--- src/rtl/instruction_fetch.sv ---
// rtl/instruction_fetch.sv - single-entry instruction fetch stage between imem and decode
//
// Purpose:
//   Requests one instruction at a time from instruction memory at the address
//   presented on pc, captures the returned word into the instruction register,
//   and holds it for the execute stage until it is consumed (stall low), at
//   which point the program counter is told to step via pc_advance.
//
// Ports:
//   clk               - single clock, rising-edge
//   reset             - synchronous active-high reset
//   pc                - current program counter value
//   stall             - execute cannot take the held instruction this cycle
//   flush             - redirect pulse, drops held or in-flight instruction
//   imem_req          - instruction memory request (REQUEST state only)
//   imem_addr         - instruction memory address (pc while requesting, else 0)
//   imem_ready        - imem_rdata valid this cycle
//   imem_rdata        - instruction memory read data
//   instruction       - instruction register contents
//   instruction_valid - instruction register holds a live instruction
//   fetch_pc          - address the held instruction came from
//   pc_advance        - one-cycle pulse telling the program counter to step
//   fetch_count       - captured instructions, saturating (perf build only)
//   wait_count        - REQUEST cycles without imem_ready, saturating (perf build only)
//
// Configuration:
//   INSTRUCTION_FETCH_PERF_EN - when defined, adds the fetch_count/wait_count
//   performance counters and their output ports.

module instruction_fetch #(
    parameter int INST_W   = 16,
    parameter int I_ADDR_W = 12
) (
    input  logic                clk,
    input  logic                reset,
    input  logic [I_ADDR_W-1:0] pc,
    input  logic                stall,
    input  logic                flush,
    output logic                imem_req,
    output logic [I_ADDR_W-1:0] imem_addr,
    input  logic                imem_ready,
    input  logic [INST_W-1:0]   imem_rdata,
    output logic [INST_W-1:0]   instruction,
    output logic                instruction_valid,
    output logic [I_ADDR_W-1:0] fetch_pc,
    output logic                pc_advance
`ifdef INSTRUCTION_FETCH_PERF_EN
    ,
    output logic [15:0]         fetch_count,
    output logic [15:0]         wait_count
`endif
);

    typedef enum logic [1:0] {
        S_IDLE    = 2'd0,
        S_REQUEST = 2'd1,
        S_HOLD    = 2'd2
    } state_t;

    state_t state;
    state_t state_next;
    logic   capture;

    always_ff @(posedge clk) begin
        if (reset) begin
            state <= S_IDLE;
        end else begin
            state <= state_next;
        end
    end

    // Flush always wins: in REQUEST it drops the response, in HOLD it drops
    // the held word without advancing the PC, so the redirected pc is fetched
    // fresh after one IDLE cycle.
    always_comb begin
        state_next = state;
        imem_req   = 1'b0;
        imem_addr  = '0;
        pc_advance = 1'b0;
        capture    = 1'b0;
        case (state)
            S_IDLE: begin
                state_next = S_REQUEST;
            end
            S_REQUEST: begin
                imem_req  = 1'b1;
                imem_addr = pc;
                if (flush) begin
                    state_next = S_IDLE;
                end else if (imem_ready) begin
                    capture    = 1'b1;
                    state_next = S_HOLD;
                end
            end
            S_HOLD: begin
                if (flush) begin
                    state_next = S_IDLE;
                end else if (!stall) begin
                    pc_advance = 1'b1;
                    state_next = S_REQUEST;
                end
            end
            default: begin
                state_next = S_IDLE;
            end
        endcase
    end

    // The instruction register keeps its last word when invalid; consumers
    // qualify it with instruction_valid.
    always_ff @(posedge clk) begin
        if (reset) begin
            instruction <= '0;
            fetch_pc    <= '0;
        end else if (capture) begin
            instruction <= imem_rdata;
            fetch_pc    <= pc;
        end
    end

    assign instruction_valid = (state == S_HOLD);

`ifdef INSTRUCTION_FETCH_PERF_EN
    always_ff @(posedge clk) begin
        if (reset) begin
            fetch_count <= '0;
            wait_count  <= '0;
        end else begin
            if (capture && (fetch_count != 16'hFFFF)) begin
                fetch_count <= fetch_count + 16'd1;
            end
            if ((state == S_REQUEST) && !imem_ready && (wait_count != 16'hFFFF)) begin
                wait_count <= wait_count + 16'd1;
            end
        end
    end
`endif

endmodule

--- config.mk ---
export PLATFORM = sky130hd
export DESIGN_NAME = instruction_fetch
export DESIGN_NICKNAME = d
export VERILOG_FILES = /design/src/rtl/instruction_fetch.sv
export SDC_FILE = /design/constraint.sdc
export NUM_CORES = 1
export LEC_CHECK = 0
export ABC_CLOCK_PERIOD_IN_PS = 1800
export CAP_MARGIN = 20
export CORE_ASPECT_RATIO = 0.7
export CORE_MARGIN = 5
export CORE_UTILIZATION = 30
export DETAILED_ROUTE_END_ITERATION = 6
export HOLD_SLACK_MARGIN = 0.05
export RECOVER_POWER = 100
export SYNTH_ARGS = -nofsm -noshare
export SYNTH_HDL_FRONTEND = slang
export SYNTH_SLANG_ARGS = --single-unit
--- constraint.sdc ---
create_clock -name clk -period 1.8 [get_ports clk]
set_clock_uncertainty 0.2 [all_clocks]
set_input_delay 0.36 -clock clk [delete_from_list [all_inputs] [get_ports clk]]
set_output_delay 0.36 -clock clk [all_outputs]
set_load 0.02 [all_outputs]
==> results of run 1 <==
final timing paths:
kind | endpoint | slack [ns] | depth (start not counted)
setup reg to reg | instruction[14] | 0.25 | 5
setup / recovery | imem_addr[6] | 0.04 | 4
hold / removal | fetch_pc[7] | 0.27 | 2
hold reg to reg | fetch_pc[7] | 0.27 | 2
critical path, stage by stage (launching register included):
cell	delay (ns)
dfxtp_2	0.34
nor2b_4	0.17
buf_6	0.14
and2_1	0.12
buf_2	0.15
power by group:
group	internal (W)	switching, W	leakage (nW)
Clock	0.000308	0.000244	0.0482
Combinational	0.000214	0.000174	0.664
Sequential	0.000691	0.0000150	0.244
per-stage QoR:
| stage | area (um^2) | utilization | setup WS [ns] |
|---|---|---|---|
| 4_1_cts | 2430 | 0.514 | 0.00166 |
| 2_1_floorplan | 1450 | - | 0.0498 |
| 3_5_place_dp | 2390 | 0.506 | -0.352 |
| 6_report | 2350 | 0.497 | 0.0434 |
| 3_3_place_gp | 2390 | 0.506 | -0.358 |
| 5_1_grt | 2350 | 0.497 | -0.00763 |
layout make-up:
type / count / area, um^2
timing repair buffer: 95 / 779
tap: 57 / 71.3
multi-input combinational: 106 / 806
sequential: 30 / 603
clock buffer: 7 / 86.3
clock inverter: 1 / 5.00
fill: 467 / 2380
registers in the layout, indices dropped and copies added, names as in the netlist:
register     flops
instruction     16
fetch_pc        12
state            2
logic make-up (layout without fill, tap and decap cells):
logic type,count (synthesis),after routing,share of synthesized area
muxes,28,28,0.194
AOI/OAI and AO/OA,3,3,0.0156
DFF,30,30,0.416
and+or+nand+nor,75,75,0.333
buffers and inverters,10,103,0.0416
layout by cell type, fill, tap and decap left out:
cell type        synthesis  routed
nand2b_1                56      56
clkdlybuf4s50_1          0      32
mux2i_1                 28      28
dfxtp_1                 30      28
clkbuf_1                 7      19
buf_4                    1      17
dlygate4sd2_1            0      11
and2_1                  12      10
buf_6                    1       7
clkbuf_8                 0       6
buf_2                    0       5
nor2b_4                  0       2
and4bb_2                 1       2
buf_12                   0       2
dfxtp_2                  0       2
and2_0                   0       1
nor3b_2                  0       1
and2_4                   0       1
o21ai_0                  1       1
nor2_1                   1       1
nor4_1                   1       1
a21o_1                   1       1
o21ba_2                  1       1
clkinv_2                 0       1
clkdlybuf4s15_2          0       1
clkbuf_2                 0       1
clkbuf_4                 0       1
what timing repair did:
| item | 4_1_cts | 5_1_grt |
|---|---|---|
| endpoints found under the setup margin | 26 | 25 |
| gates cloned | 1 | 0 |
| resized for setup | 81 | 31 |
per-layer routing:
layer,routed length (um),vias up,share of wire
met2,1910,43,0.46
met1,1880,590,0.46
met3,289,5,0.070
met4,52,0,0.013
met5,0,-,0
li1,-,654,-
==> metrics.cfg, run 1 <==
[finish]
syn_to_final_growth_pct=62.8
layout-drive-gt1-share=0.209
final_cells=296
layout.nets=271
n_antenna_cell=0

[floorplanning]
die_w_um=92.9
start_util=0.305
core-area_um2=4730
dieArea_um2=6320
die_y_um=68.0
io_pins=76
num_rows=21

[timing]
setup_tns_ns=0
fin_crit_sh=0.976
fmax_ghz=0.569
slew_viol_final=0
whs_ns=0.273
setup-violations-final=0
rsz0062_at_grt=true
relSlewSlack=0.707
min_period_ns=1.76
worst_pin_slew_ns=0.439
hold_violations=0

[logic_synthesis]
post_synth_num_cell_types=17
synth_cells=146
synth_area_leaders=dfxtp_1 (42%), nand2b_1 (24%), mux2i_1 (19%)
synth_edf_count=0
netlist_area_um2=1440
yosys.area.top_type=dfxtp_1
synth.avg_cell_area_um2=9.89
synth_common_cells=nand2b_1 (56), dfxtp_1 (30), mux2i_1 (28), and2_1 (12), clkbuf_1 (7)
synthesis.nets=179
synthFlopType=dfxtp_1
yosysMostFrequentCell=nand2b_1
ys_seq_elements=30
ys_seq_area_frac=0.416
synthArstFlopShare=0
ys_warn_count=0
synth_top_area_frac=0.416

[pwr]
p_per_area_nw_per_um2=700
finalPower_w=0.00165
power_leakage_nw=0.957
ir_worst_vdd_mv=0.381

[clocking]
holdBufCountCts=0
cts_setup_buffers=0
cts_sinks=30
h-tree-depth=2
cts_buffers=5
clk_latency_ns=0.27
cts_buffer_depth=2
path_clk_slew_ns=0.06
cts-root-buf=clkbuf_8
cts_tree=built

[detailed_routing]
drtAntennaViolNets=0
first_iter_violations=25
route.detailed.wl_per_inst_um=13.9
first_pass_iters=4
drc_errors=0
finalWirelength_um=4130
via_per_inst=4.36
vias=1292

[global_route]
grt_usage=0.137
antenna_found_initial=0
gr-total-overflow=0
grt_max_degree=60
use_met2=0.222
first_global_vias=1370
grt_use_met1=0.169
grt_pass1_wl_um=6730
grt_util_met3=0.0473
top_usage_layer=met2

[place]
port_buffers=75
gp_congestion=0.729
hpwl_um=2940
dp.cells=287

[run_status]
status=completed

[setup_path]
required_ns=1.24
cp-end-kind=output pin
cp-start-kind=flip-flop
r2r-start=state[0]
path_max_fanout=6
startpoint=state[0]
crit_type=reg -> out
crit_arrival_ns=1.20

[run]
max_cap_viol_count=0

[min_path]
worstHoldPathType=reg -> reg
hp-start=fetch_pc[7]

No activity file was read; power rests on OpenSTA's default activity.
==> run 2, diff against run 1 <==
Settings changed: ABC_AREA set to 1, GPL_ROUTABILITY_DRIVEN set to 0, PLACE_DENSITY set to 0.66.
==> metrics.cfg, run 2 <==
[logic_synthesis]
synth_area_leaders=dfxtp_1 (45%), nor2_1 (20%), nand2_1 (17%)
netlist_area_um2=1340
yosysMostFrequentCell=nor2_1
ys_seq_area_frac=0.450
synth_top_area_frac=0.450
synth_common_cells=nor2_1 (72), nand2_1 (62), inv_1 (33), dfxtp_1 (30), buf_6 (4)
synth_cells=214
synthArstFlopShare=0
synth_top_family_by_area=simple AND/OR/NAND/NOR gates
synth_compound_area_frac=0.00750
synthFlopType=dfxtp_1
synth-simple-area-share=0.395
ys_seq_elements=30
ys_warn_count=0
synth_edf_count=0
synthAdderAreaFrac=0
synthesis.nets=247
yosys.area.top_type=dfxtp_1
synth.avg_cell_area_um2=6.24
synth-xor-area-share=0
post_synth_num_cell_types=14
synth_mux_area_frac=0

[pwr]
p_per_area_nw_per_um2=790
finalPower_w=0.00169
ir_worst_vdd_mv=0.484
power_leakage_nw=1.08

[floorplanning]
num_rows=20
core-area_um2=4330
die_w_um=89.7
io_pins=76
start_util=0.308
die_y_um=65.8
dieArea_um2=5910

[min_path]
hp-start=instruction[10]
worstHoldPathType=reg -> reg
min_delay_worst_endpoint=instruction[10]
hold_depth=2

[run]
max_cap_viol_count=0

[setup_path]
critPathTopFamily=buffers and inverters
cp_cell_sequence=clkdlybuf4s50_1
cp-end-kind=output pin
cpMaxStageDelayCell=clkdlybuf4s50_1
crit_type=reg -> out
max_stage_delay_ns=0.60
crit_arrival_ns=1.20
r2r_slack_ns=0.20
path_max_fanout=2
r2r-start=state[1]
critical_path_cell_count=1
required_ns=1.24
cp.buffers_inverters=1
cp-start-kind=flip-flop
r2r_cells=8
worst_r2r_endpoint=instruction[14]

[clocking]
cts_buffer_depth=2
clk_latency_ns=0.27
holdBufCountCts=0
h-tree-depth=2
cts_sinks=30
cts_buffers=5
cts-root-buf=clkbuf_8
cts_setup_buffers=0
path_clk_slew_ns=0.06
cts_tree=built

[finish]
final_cell_mix=nor2_1 (72), nand2_1 (62), inv_1 (33)
layout-drive-gt1-share=0.147
largest_reg_flops=16
final_common_cell=nor2_1
top_register=instruction
syn_to_final_growth_pct=60.0
n_antenna_cell=0
reg.largest.list=instruction (16), fetch_pc (12), state (2)
layout.nets=338

[timing]
relSlewSlack=0.671
hold_violations=0
min_period_ns=1.76
fmax_ghz=0.569
rsz0062_at_grt=false
fin_crit_sh=0.976
setup_tns_ns=0
slew_viol_final=0
worst_pin_slew_ns=0.492
setup-violations-final=0
whs_ns=0.278

[global_route]
gr-total-overflow=0
grt_usage=0.120
antenna_found_initial=0
grt_pass1_wl_um=5790
use_met2=0.206
top_usage_layer=met2
grt_max_degree=30
grt_use_met1=0.124
first_global_vias=1369
grt_util_met3=0.0739

[detailed_routing]
finalWirelength_um=3490
first_iter_violations=31
vias=1434
first_pass_iters=4
route.detailed.wl_per_inst_um=9.67
via_per_inst=3.97
drtAntennaViolNets=0
drc_errors=0

[run_status]
status=completed

[place]
port_buffers=75
hpwl_um=2600

==> run 2: cell count changes after synthesis, moves of 2 or more <==
cell,previous run,this run
inv_2,0,2
and2_1,12,0
nand2b_1,56,0
nor2_1,1,72
a21oi_1,0,2
nand2_1,0,62
clkbuf_1,7,2
inv_1,0,33
buf_6,1,4
buf_2,0,2
mux2i_1,28,0
nor2b_1,2,0
==> run 2: logic make-up after synthesis <==
| logic type | after synthesis |
|---|---|
| flip-flops | 30 |
| AO/OA/AOI/OAI | 2 |
| AND/OR/NAND/NOR | 138 |
| buffers and inverters | 44 |
==> run 2: routing by layer <==
metal	wire, um	part of all wire
met5	0	0
met4	10	0.0029
met3	421	0.12
met2	1510	0.43
met1	1540	0.44
==> run 2: how the worst max path moves through the flow <==
stage,start,end,slack (ns)
finish,fetch_pc[10],fetch_pc[10],0.04
global route,fetch_pc[10],fetch_pc[10],0.0003
CTS,state[0],imem_req,0.0001
detailed placement,flush,pc_advance,-0.45
global placement,flush,pc_advance,-0.43
floorplan,state[1],pc_advance,0.17
==> run 2: report_power, final <==
part | internal, W | total, W | leakage, nW | switching (W)
registers | 0.000698 | 0.000714 | 0.245 | 0.0000164
clock network | 0.000386 | 0.000623 | 0.0575 | 0.000237
logic | 0.000162 | 0.000350 | 0.778 | 0.000188
==> run 2: metrics by stage <==
stage | cells | cell area (um^2) | util | worst slack, ns
floorplan | 214 | 1340 | - | 0.168
global placement | 353 | 2270 | 0.523 | -0.432
detailed placement | 353 | 2270 | 0.523 | -0.449
CTS | 361 | 2310 | 0.534 | 0.000104
global route | 361 | 2140 | 0.493 | 0.000303
finish | 361 | 2140 | 0.493 | 0.0425
==> run 2: final cells by class <==
class                           instances  area, um^2
Tap cell                               55        68.8
Inverter                               35         131
Multi-Input combinational cell        140         542
Fill cell                             485        2190
Sequential cell                        30         601
Clock buffer                            8         110
Timing Repair Buffer                   93         683
==> run 2: repair_timing <==
item                       CTS  global route
gates resized for setup     61            27
pin swaps                    0             1
setup endpoints to repair   17            27
==> edit 1, RTL diff (flow settings as in run 1) <==
Re-encode `state_t` (3 states) as one-hot, 3 bits wide.
--- a/src/rtl/instruction_fetch.sv
+++ b/src/rtl/instruction_fetch.sv
@@ -52,8 +52,8 @@
 );
 
-    typedef enum logic [1:0] {
-        S_IDLE    = 2'd0,
-        S_REQUEST = 2'd1,
-        S_HOLD    = 2'd2
+    typedef enum logic [2:0] {
+        S_IDLE    = 3'b001,
+        S_REQUEST = 3'b010,
+        S_HOLD    = 3'b100
     } state_t;
 
Behaviour: no difference found for any inputs over 10 cycles, from zero or initial values and one cycle with reset high; not proved beyond that.
==> edit 1 against run 1 <==
- the flow now finishes with violations (setup timing)
- setup slack got worse by 0.090 ns
- area after synthesis rose by 6.4%
- routed wire length up 1.4%
- global-route usage decreased by 0.57 points
- sequential cell count up 1
- design area grew 8.0%
- total power grew 4.3%
- die area up 5.6%
- final cell count grew 7.1%
- largest cell class unchanged
==> edit 1: results (changes against run 1) <==
[worst_setup_path]
startpoint=stall
rrSetupSlack_ns=0.03  ; -0.22 ns
r2r-end=instruction[1]
cp_top_family=buffers and inverters
critPathMaxFanout=2  ; -4
slowest_delay_ns=0.47  ; +0.13 ns
r2r_cells=5  ; unchanged
reg2reg_from=state[0]
arrival_ns=1.29  ; +0.09 ns
crit_path_end=pc_advance

[synthesis]
synthTopCellsByArea=dfxtp_1, nand2b_1, mux2i_1, and2_1, buf_12
synthCells=155  ; +6.2%
syn_nets=188  ; +5.0%
seq_area_frac_synth=0.404  ; -0.0120
synth_top_cells_by_count=nand2b_1, dfxtp_1, mux2i_1
ys_types=21  ; +4

[final_layout]
nets=280  ; +3.3%
reg_top3=instruction (16), fetch_pc (12), state (3)
layout-drive-gt1-share=0.250  ; +0.0408

[timing]
finalSetupViolCount=13  ; +13
fin_ws_ns=-0.0464  ; -0.0898 ns
max_slew.worst_pin.slew_ns=0.306  ; -0.133 ns

[hold_path]
min_path_type=flop to flop
hold_start=instruction[11]
holdPathEnd=instruction[11]

[place]
place_hpwl_um=2820  ; -4.2%
globalplace.congestion=0.733  ; +0.65%
dpl-instance-area_mm2=0.00247  ; +3.1%
post-place-cells=308  ; +7.3%

[pwr]
p_leak_nw=1.07  ; +11%
peakVddDrop_mv=0.361  ; -5.2%

[detailed_routing]
via_per_inst=4.30  ; -1.6%
route.vias.total=1362  ; +5.4%
drtIter0Drc=51  ; +100%
detail_route.wl_per_cell_um=13.2  ; -5.3%

[status]
status=finished, violations left
failed_checks=setup timing

[global_route]
grt_pass1_wl_um=6870  ; +2.1%
grt_usage=0.132  ; -0.00573
grt_pass1_vias=1377  ; +0.51%
grt_max_degree=60  ; unchanged

edit 1: cell count changes in the layout (fill, tap and decap cells not counted), moves of 2 or more:
cell | before | now
nor2_1 | 1 | 3
and2_4 | 1 | 12
and4bb_2 | 2 | 0
and2_1 | 10 | 0
buf_6 | 7 | 12
clkbuf_1 | 19 | 8
dlygate4sd2_1 | 11 | 21
buf_2 | 5 | 1
edit 1: stage by stage:
| step | hold WS [ns] | worst slack, ns | TNS, ns |
|---|---|---|---|
| finish | 0.272 | -0.0464 | -0.552 |
| global route | 0.292 | -0.110 | -1.89 |
| CTS | 0.273 | -0.0807 | -0.855 |
| detailed placement | 0.263 | -0.454 | -7.93 |
| global placement | 0.259 | -0.447 | -7.75 |
| floorplan | 0.239 | 0.120 | 0 |
edit 1: layer usage:
metal  vias up  global-route usage  part of all wire
li1        689                   -                 -
met1       611               0.174              0.48
met2        57               0.183              0.41
met3         5              0.0676              0.10
met4         0              0.0426             0.010
met5         -                   0                 0
edit 1: what timing repair did:
item                                   CTS  global route
setup endpoints to repair               35            22
gates cloned                             1             0
pin swaps                               11             4
gates resized for setup                123            11
endpoints found under the hold margin    0             0
edit 1: cell families after synthesis:
| kind of cell | Yosys count | synth area share |
|---|---|---|
| simple gates | 80 | 0.331 |
| mux | 28 | 0.182 |
| buf+inv | 10 | 0.0570 |
| compound gates | 6 | 0.0252 |
| flops | 31 | 0.404 |
edit 1: power breakdown:
part           switching [mW]  internal (mW)  leakage [nW]
registers             0.00855          0.702         0.251
logic                   0.119          0.181         0.753
clock network           0.259          0.448        0.0612
total                   0.386           1.33          1.07
edit 1: area by class of cell:
type | count | area, um^2
clock buffer | 6 | 82.6
clock inverter | 2 | 35.0
fill | 479 | 2320
multi-input combinational | 115 | 883
sequential | 31 | 623
tap | 69 | 86.3
timing repair buffer | 94 | 830
==> edit 2, RTL diff (settings of run 1) <==
Without the edit above. Build with the macro `INSTRUCTION_FETCH_PERF_EN` defined.
--- a/src/rtl/instruction_fetch.sv
+++ b/src/rtl/instruction_fetch.sv
@@ -27,4 +27,6 @@
 //   INSTRUCTION_FETCH_PERF_EN - when defined, adds the fetch_count/wait_count
 //   performance counters and their output ports.
+
+`define INSTRUCTION_FETCH_PERF_EN
 
 module instruction_fetch #(
Behaviour (old outputs only; new: fetch_count and wait_count): unchanged (Yosys induction, for registers that start in step).
==> edit 2 against run 1 <==
- the run now ends with setup timing left
- sequential cell count increased by 32
- sequential share of layout area is 1.1 points lower
- design area rose by 130%
- first-iteration DRC count rose to 3.9 times the old value
- maximum frequency fell by 7.0%
- clock power grew to 3.1 times the old value
- die area increased by 79%
- routed wire length is 140% higher
- worst hold slack worse by 0.024 ns
- area after synthesis up 93%
- total power grew 120%
- setup slack lost 0.13 ns
- largest cell class unchanged
- largest power group is now the clock network
- highest routed layer unchanged
==> edit 2: results (changes against run 1) <==
[synthesis]
synthMuxAreaShare=0.0314  ; -0.163
synth_xor_area_frac=0.00314  ; +0.00314
synthCells=344  ; +140%
synth_top_cells_by_count=nand2_1, dfxtp_1, a21oi_1
syn_nets=379  ; +110%
seq_area_frac_synth=0.446  ; +0.0297
synth_compound_area_frac=0.166  ; +0.151
synthTopCellsByArea=dfxtp_1, a21oi_1, nand2_1, and2_1, or4_1
synth_adder_area_share=0.00898  ; +0.00898

[final_layout]
reg_top3=fetch_count (16), instruction (16), wait_count (16)
num-fill-cells=855  ; +83%
layout-drive-gt1-share=0.400  ; +0.191
fin_cells=662  ; +120%

[clock_network]
cts_buffers=9  ; +4
postCtsSetupRepairBufs=10  ; +10
cts_resized=179  ; +120%
cts-htree-levels=3  ; +1
clock_latency_ns=0.33  ; +0.06 ns
root_buffer=clkbuf_16

[timing]
max_slew.worst_pin.slew_ns=0.426  ; -0.0133 ns
finalSetupViolCount=17  ; +17
fin_ws_ns=-0.0892  ; -0.133 ns

[global_route]
grt_pass1_vias=3275  ; +140%
grt_pass1_wl_um=15700  ; +130%
antenna_found_initial=1  ; +1
grt_usage=0.168  ; +0.0308
grt_max_degree=34  ; -43%
met2_usage=0.263  ; +0.0419
met3_usage=0.0952  ; +0.0479

[status]
failed_checks=setup timing
status=finished, violations left

[pwr]
combPwrFrac=0.129  ; -0.107
power_frac_seq=0.396  ; -0.033
p_leak_nw=2.29  ; +140%
switching_power_mw=0.830  ; +92%
peakVddDrop_mv=0.571  ; +50%
power_density_mw_per_mm2=668  ; -4.6%

[detailed_routing]
via_per_inst=4.85  ; +11%
drtIter0Drc=97  ; +290%

[worst_setup_path]
critPathMaxFanout=3  ; -3
cp_slowest_cell=or4_1
cp_top_family=simple AND/OR/NAND/NOR gates
arrival_ns=1.90  ; +0.70 ns

[place]
globalplace.congestion=0.787  ; +8.0%
dpl-instance-area_mm2=0.00458  ; +91%
post-place-cells=626  ; +120%
io_buffers=107  ; +43%
place_hpwl_um=6610  ; +120%

[floorplan]
start_util=0.307  ; +0.00174

==> edit 2: changes by cell type in the layout (fill, tap and decap cells not counted), sizes merged, moves of 11 or more <==
cell,delta
a21oi,+51
buf,+74
dfxtp,+32
dlygate4sd2,+50
mux2i,-26
nand2,+63
nand2b,-53
nand3,+12
nor2,+12
or3,+11
==> edit 2: cell type report <==
cell class / instances / area [um^2] / area share
multi-input combinational: 259 / 1800 / 0.340
timing repair buffer: 196 / 1740 / 0.327
sequential: 62 / 1310 / 0.246
clock buffer: 16 / 292 / 0.0549
tap: 124 / 155 / 0.0292
inverter: 4 / 15.0 / 0.00283
antenna: 1 / 2.50 / 0.000471
==> edit 2: path summary, 6_finish.rpt <==
check / from / to / slack (ns) / cells past startpoint
worst max register to register: fetch_count[0] / fetch_count[6] / -0.09 / 5
worst min-delay path: instruction[3] / instruction[3] / 0.25 / 2
worst min register to register: instruction[3] / instruction[3] / 0.25 / 2
worst max-delay path: fetch_count[0] / fetch_count[6] / -0.09 / 5
